--- src/rtl/biu_pkg.sv ---
// Shared bus-interface types and constants for the prefetch path.
// Used by bus_interface, execution and the prefetch queue.
package biu_pkg;

    localparam int          QUEUE_DEPTH = 4;
    localparam int          QPTR_W      = 2;
    localparam logic [15:0] RESET_IP_C  = 16'h0000;

    typedef logic [7:0]  byte_t;
    typedef logic [15:0] word_t;

    // Outstanding-discard counter is only 2 bits wide, so clamp to 0..3.
    function automatic logic [1:0] sat_discard(input int v);
        if (v <= 0)
            return 2'd0;
        else if (v >= 3)
            return 2'd3;
        else
            return 2'(v);
    endfunction

endpackage

--- src/rtl/prefetch_ram.sv ---
// Prefetch byte storage: one synchronous write port, asynchronous read.
// Contents are not reset; the queue pointers decide what is valid.
module prefetch_ram
    import biu_pkg::*;
#(
    parameter int DEPTH = QUEUE_DEPTH,
    parameter int PTR_W = QPTR_W
) (
    input  logic             clk_i,
    input  logic             we_i,
    input  logic [PTR_W-1:0] waddr_i,
    input  byte_t            wdata_i,
    input  logic [PTR_W-1:0] raddr_i,
    output byte_t            rdata_o
);

    byte_t mem_q [DEPTH];

    always_ff @(posedge clk_i) begin
        if (we_i)
            mem_q[waddr_i] <= wdata_i;
    end

    assign rdata_o = mem_q[raddr_i];

endmodule

--- src/rtl/prefetch_queue.sv ---
// Instruction prefetch FIFO with fetch/exec IP bookkeeping and slot
// reservation for in-flight BIU code fetches.
module prefetch_queue
    import biu_pkg::*;
#(
    parameter int          DEPTH    = QUEUE_DEPTH,
    parameter int          PTR_W    = QPTR_W,
    parameter logic [15:0] RESET_IP = RESET_IP_C
) (
    input  logic        CLKx4,
    input  logic        RESET,
    input  logic        fetchStart,
    input  logic        pushValid,
    input  logic [7:0]  pushData,
    input  logic        advanceTop,
    input  logic        flush,
    input  logic [15:0] flushIP,
    input  logic        suspend,
    output logic [7:0]  prefetchTop,
    output logic        prefetchEmpty,
    output logic        prefetchFull,
    output logic        fetchAllowed,
    output logic [15:0] fetchIP,
    output logic [15:0] execIP,
    output logic        discardPending
);

    localparam int              CNT_W     = PTR_W + 1;
    localparam logic [CNT_W:0]  OCC_LIMIT = (CNT_W+1)'(DEPTH);
    localparam logic [CNT_W-1:0] CNT_FULL = CNT_W'(DEPTH);

    logic [PTR_W-1:0] rd_ptr_q, rd_ptr_d;
    logic [PTR_W-1:0] wr_ptr_q, wr_ptr_d;
    logic [CNT_W-1:0] count_q,  count_d;
    logic [CNT_W-1:0] resv_q,   resv_d;
    logic [1:0]       discard_q, discard_d;
    word_t            fetch_ip_q, fetch_ip_d;

    logic [CNT_W:0]   occupancy;
    logic             push_acc;
    logic             fetch_go;
    logic             adv_go;

    // Occupancy counts both stored bytes and slots promised to in-flight fetches.
    assign occupancy    = {1'b0, count_q} + {1'b0, resv_q};
    assign fetchAllowed = !suspend && !flush && (occupancy < OCC_LIMIT);

    always_comb begin
        rd_ptr_d   = rd_ptr_q;
        wr_ptr_d   = wr_ptr_q;
        count_d    = count_q;
        resv_d     = resv_q;
        discard_d  = discard_q;
        fetch_ip_d = fetch_ip_q;
        push_acc   = 1'b0;
        fetch_go   = 1'b0;
        adv_go     = 1'b0;

        if (flush) begin
            rd_ptr_d   = '0;
            wr_ptr_d   = '0;
            count_d    = '0;
            resv_d     = '0;
            fetch_ip_d = flushIP;
            // Every reserved fetch becomes a byte to drop; a push this clock is one of them.
            discard_d  = sat_discard(int'(discard_q) + int'(resv_q) - (pushValid ? 1 : 0));
        end else begin
            if (pushValid) begin
                if (discard_q != 2'd0)
                    discard_d = discard_q - 2'd1;
                else if (resv_q != '0)
                    push_acc = 1'b1;
            end
            fetch_go = fetchStart && fetchAllowed;
            adv_go   = advanceTop && (count_q != '0);

            if (push_acc)
                wr_ptr_d = wr_ptr_q + 1'b1;
            if (adv_go)
                rd_ptr_d = rd_ptr_q + 1'b1;
            count_d = count_q + {{PTR_W{1'b0}}, push_acc} - {{PTR_W{1'b0}}, adv_go};
            resv_d  = resv_q  + {{PTR_W{1'b0}}, fetch_go} - {{PTR_W{1'b0}}, push_acc};
            if (fetch_go)
                fetch_ip_d = fetch_ip_q + 16'd1;
        end
    end

    always_ff @(posedge CLKx4) begin
        if (RESET) begin
            rd_ptr_q   <= '0;
            wr_ptr_q   <= '0;
            count_q    <= '0;
            resv_q     <= '0;
            discard_q  <= 2'd0;
            fetch_ip_q <= RESET_IP;
        end else begin
            rd_ptr_q   <= rd_ptr_d;
            wr_ptr_q   <= wr_ptr_d;
            count_q    <= count_d;
            resv_q     <= resv_d;
            discard_q  <= discard_d;
            fetch_ip_q <= fetch_ip_d;
        end
    end

    prefetch_ram #(
        .DEPTH (DEPTH),
        .PTR_W (PTR_W)
    ) u_ram (
        .clk_i   (CLKx4),
        .we_i    (push_acc && !RESET),
        .waddr_i (wr_ptr_q),
        .wdata_i (pushData),
        .raddr_i (rd_ptr_q),
        .rdata_o (prefetchTop)
    );

    assign prefetchEmpty  = (count_q == '0);
    assign prefetchFull   = (count_q == CNT_FULL);
    assign fetchIP        = fetch_ip_q;
    assign execIP         = fetch_ip_q - 16'(count_q) - 16'(resv_q);
    assign discardPending = (discard_q != 2'd0);

endmodule

--- config.mk ---
export PLATFORM = sky130hd
export DESIGN_NAME = prefetch_queue
export DESIGN_NICKNAME = d
export VERILOG_FILES = /design/src/rtl/biu_pkg.sv /design/src/rtl/prefetch_ram.sv /design/src/rtl/prefetch_queue.sv
export SDC_FILE = /design/constraint.sdc
export NUM_CORES = 1
export LEC_CHECK = 0
export CORE_ASPECT_RATIO = 1.5
export CORE_MARGIN = 4
export CORE_UTILIZATION = 46
export CTS_BUF_LIST = sky130_fd_sc_hd__clkbuf_16
export CTS_CLUSTER_DIAMETER = 100
export DETAILED_ROUTE_END_ITERATION = 8
export PLACE_DENSITY = 0.76
export SLEW_MARGIN = 5
export SYNTH_ARGS = -nofsm -noshare
export SYNTH_HDL_FRONTEND = slang
export SYNTH_SLANG_ARGS = --single-unit
export TNS_END_PERCENT = 100
--- constraint.sdc ---
create_clock -name CLKx4 -period 3 [get_ports CLKx4]
set_clock_uncertainty 0.2 [all_clocks]
set_input_delay 0.45 -clock CLKx4 [delete_from_list [all_inputs] [get_ports CLKx4]]
set_output_delay 0.45 -clock CLKx4 [all_outputs]
set_load 0.01 [all_outputs]
==> results_dict.tcl, run 1 <==
set metrics [dict create \
    crit_slowest_cell "fa_1" \
    worstSetupPathType "reg -> out" \
    ys_ff_latch 62 \
    synthDistinctLibCells 51 \
    async_reset_ff_share_pct 0 \
    status "complete, but fails checks" \
    clockRootBuffer "clkbuf_16" \
    leakagePower_nw 1.936 \
    drv_slew 0 \
    yosys_warnings 0 \
    finalWeightedCongestion 0.8980 \
    die_h_um 114.6 \
    htree_levels 3 \
    setup_viol 7 \
    path_max_fanout 3 \
    postSynthCellCount 327 \
    peakVddDrop_v 0.0003798 \
    grt_pass1_vias 3125 \
    worstPathRequired_ns 2.35 \
    path_clk_slew_ns 0.05 \
    worst_slew_pin_slew_ns 0.6094 \
    cp.arrival_ns 2.52 \
    yosys_most_used_dff "edfxtp_1" \
    post-route-period-util_pct 105.8 \
    drc 0 \
    syn-num-nets 388 \
    rows 38 \
    synthTopCellsByArea "edfxtp_1, dfxtp_1, ha_1, mux4_2, xnor2_1" \
    port_buffers 74 \
    ios 75 \
    place.detailed.hpwl_um 6622 \
    hold_violations 0 \
    min_path_type "reg -> reg" \
    grt_max_degree 21 \
    power.total_mw 2.489 \
    synth_area_per_cell_um2 10.66 \
    grt.overflow.total 0 \
    worstPathCellList "inv_2, fa_1, ha_4, a211oi_2, o21a_1, nand2_1, or3_1, xnor2_1, buf_2" \
    die_w_um 79.09 \
    nNetsFinal 496 \
    synthesis.area_um2 3487 \
    cts_tree "built" \
    wl_um 8664 \
    firstDrtPassIters 5 \
    clk_path_buf_depth 2 \
    synth_edf_count 32 \
    max_stage_delay_ns 0.50 \
    seq_area_frac_synth_pct 44.78 \
    fin_ws_ns -0.1740 \
    path_buf_inv 2 \
    drt_iter0_markers 87 \
    num_vias 2876 \
    powerDensity_nw_per_um2 505.8 \
    dp_slack_ns -0.4251 \
    drv_cap 0 \
    initial_utilization_pct 47.62 \
    yosys.area.top_type "edfxtp_1" \
    synthTopCellsByCount "edfxtp_1, nor2_1, dfxtp_1" \
    slew_headroom_pct 59.00 \
    startpoint_type "flop" \
    area_delta_synth_final_pct 41.12 \
    cts_buffers 9 \
    die-area_um2 9066 \
    layout-drive-gt1-share_pct 24.09 \
    max_clock_freq_ghz 0.3151 \
    post-route-util_pct 67.21 \
    post-synth-top-count-cell "edfxtp_1" \
    failed_checks "setup timing" \
    grt_pass1_wl_um 14160 \
    cp-end-kind "output pin" \
    rsz0062_at_grt "true" \
    clk_latency_ns 0.32 \
    critPathTopFamily "adder cells" \
    antenna_found_initial 0 \
    synth_top_area_share_pct 27.56 \
    cts_hold_buf 0 \
    post_drt_via_cell_ratio 5.326 \
    clock_sinks 62 \
    ant_nets 0 \
    diodes 0 \
    wl_per_cell_um 16.04 \
    gr-usage-all-layers_pct 19.99 \
    final_cells 540 \
    dp_cells 521 \
    core_um2 7322 \
    period_needed_ns 3.174 \
]
## state kept, by name, summed over array words and instances (netlist names), named ones only
name / cells
wr_ptr_q: 2
fetchIP: 16
u_ram.mem_q: 32
resv_q: 3
rd_ptr_q: 2
count_q: 3
discard_q: 2
## per-layer routing
metal,up-vias,wire length [µm],track usage (%)
met4,0,211,8.716
li1,1382,-,-
met2,99,4917,38.25
met3,22,445,4.331
met1,1373,3090,20.34
met5,-,0,0
## metrics by stage
step | cell area [µm²] | setup TNS [ns] | hold slack, ns
floorplan | 3487 | 0 | 0.2692
global placement | 4546 | -2.292 | 0.2865
detailed placement | 4546 | -2.932 | 0.3074
CTS | 4872 | -1.292 | 0.3140
global route | 4921 | -1.741 | 0.3621
finish | 4921 | -0.6432 | 0.3110
## report_power, final
group	total [mW]	switching (mW)	internal, mW	leakage [nW]
Combinational	0.507	0.246	0.260	1.25
Sequential	0.935	0.0224	0.912	0.535
Clock	1.05	0.360	0.688	0.155
Total	2.49	0.629	1.86	1.94
## timing repair
| action | 4_1_cts | 5_1_grt |
|---|---|---|
| pin swaps | 9 | 14 |
| resized for setup | 62 | 14 |
| buffers inserted | 2 | 2 |
| endpoints found under the setup margin | 14 | 14 |
## final timing paths
kind	cells after the start	startpoint	slack, ns	end
max reg2reg	13	count_q[2]$_SDFF_PP0_	0.14	resv_q[2]$_SDFF_PP0_
min	2	wr_ptr_q[1]$_SDFFE_PP0P_	0.31	wr_ptr_q[1]$_SDFFE_PP0P_
min reg2reg	2	wr_ptr_q[1]$_SDFFE_PP0P_	0.31	wr_ptr_q[1]$_SDFFE_PP0P_
max	9	resv_q[2]$_SDFF_PP0_	-0.17	execIP[11]
## layout make-up
class,instances,area (µm²)
clock buffers,10,250.2
clock inverters,6,60.06
fillers,604,2401
inverters,27,106.4
multi-input cells,222,1839
flip-flops and latches,62,1565
well taps,100,125.1
repair buffers,113,974.7
## worst reg2reg max path, stage by stage (launching register included)
cell and delay (ns):
dfxtp_2 0.33, inv_2 0.04, buf_4 0.13, ha_1 0.30, a211oi_2 0.24, and3_4 0.25
inv_6 0.03, ha_1 0.27, inv_1 0.04, ha_1 0.19, fa_2 0.36, xnor2_2 0.14
xnor2_1 0.14, nor2_1 0.06
## cells by family (layout without fill, tap and decap cells)
family                   after synthesis  after routing  share of synthesized area, %
XOR/XNOR                              27             27                         6.781
adder cells (fa/ha/maj)               30             30                         12.06
AO/OA/AOI/OAI                         55             55                         10.41
buffers and inverters                 43            156                         5.274
multiplexers                           8              8                         5.167
flip-flops                            62             62                         44.78
AND/OR/NAND/NOR                      102            102                         15.54
## cell usage in the layout (no fill, tap or decap), drive strengths merged, types with 11 or more instances in the layout
cell and instances:
clkdlybuf4s50 60, buf 51, edfxtp 32, nor2 32, dfxtp 30, inv 28
ha 24, xnor2 17, nand2 15, a21oi 15, o21ai 11, nor3 11
(Power assumes the default switching activity.)
==> run 2, diff against run 1 <==
Settings changed: CTS_CLUSTER_SIZE set to 10.
==> results of run 2 <==
Same layout as run 1: the final DEF is identical, and so are final timing and power.
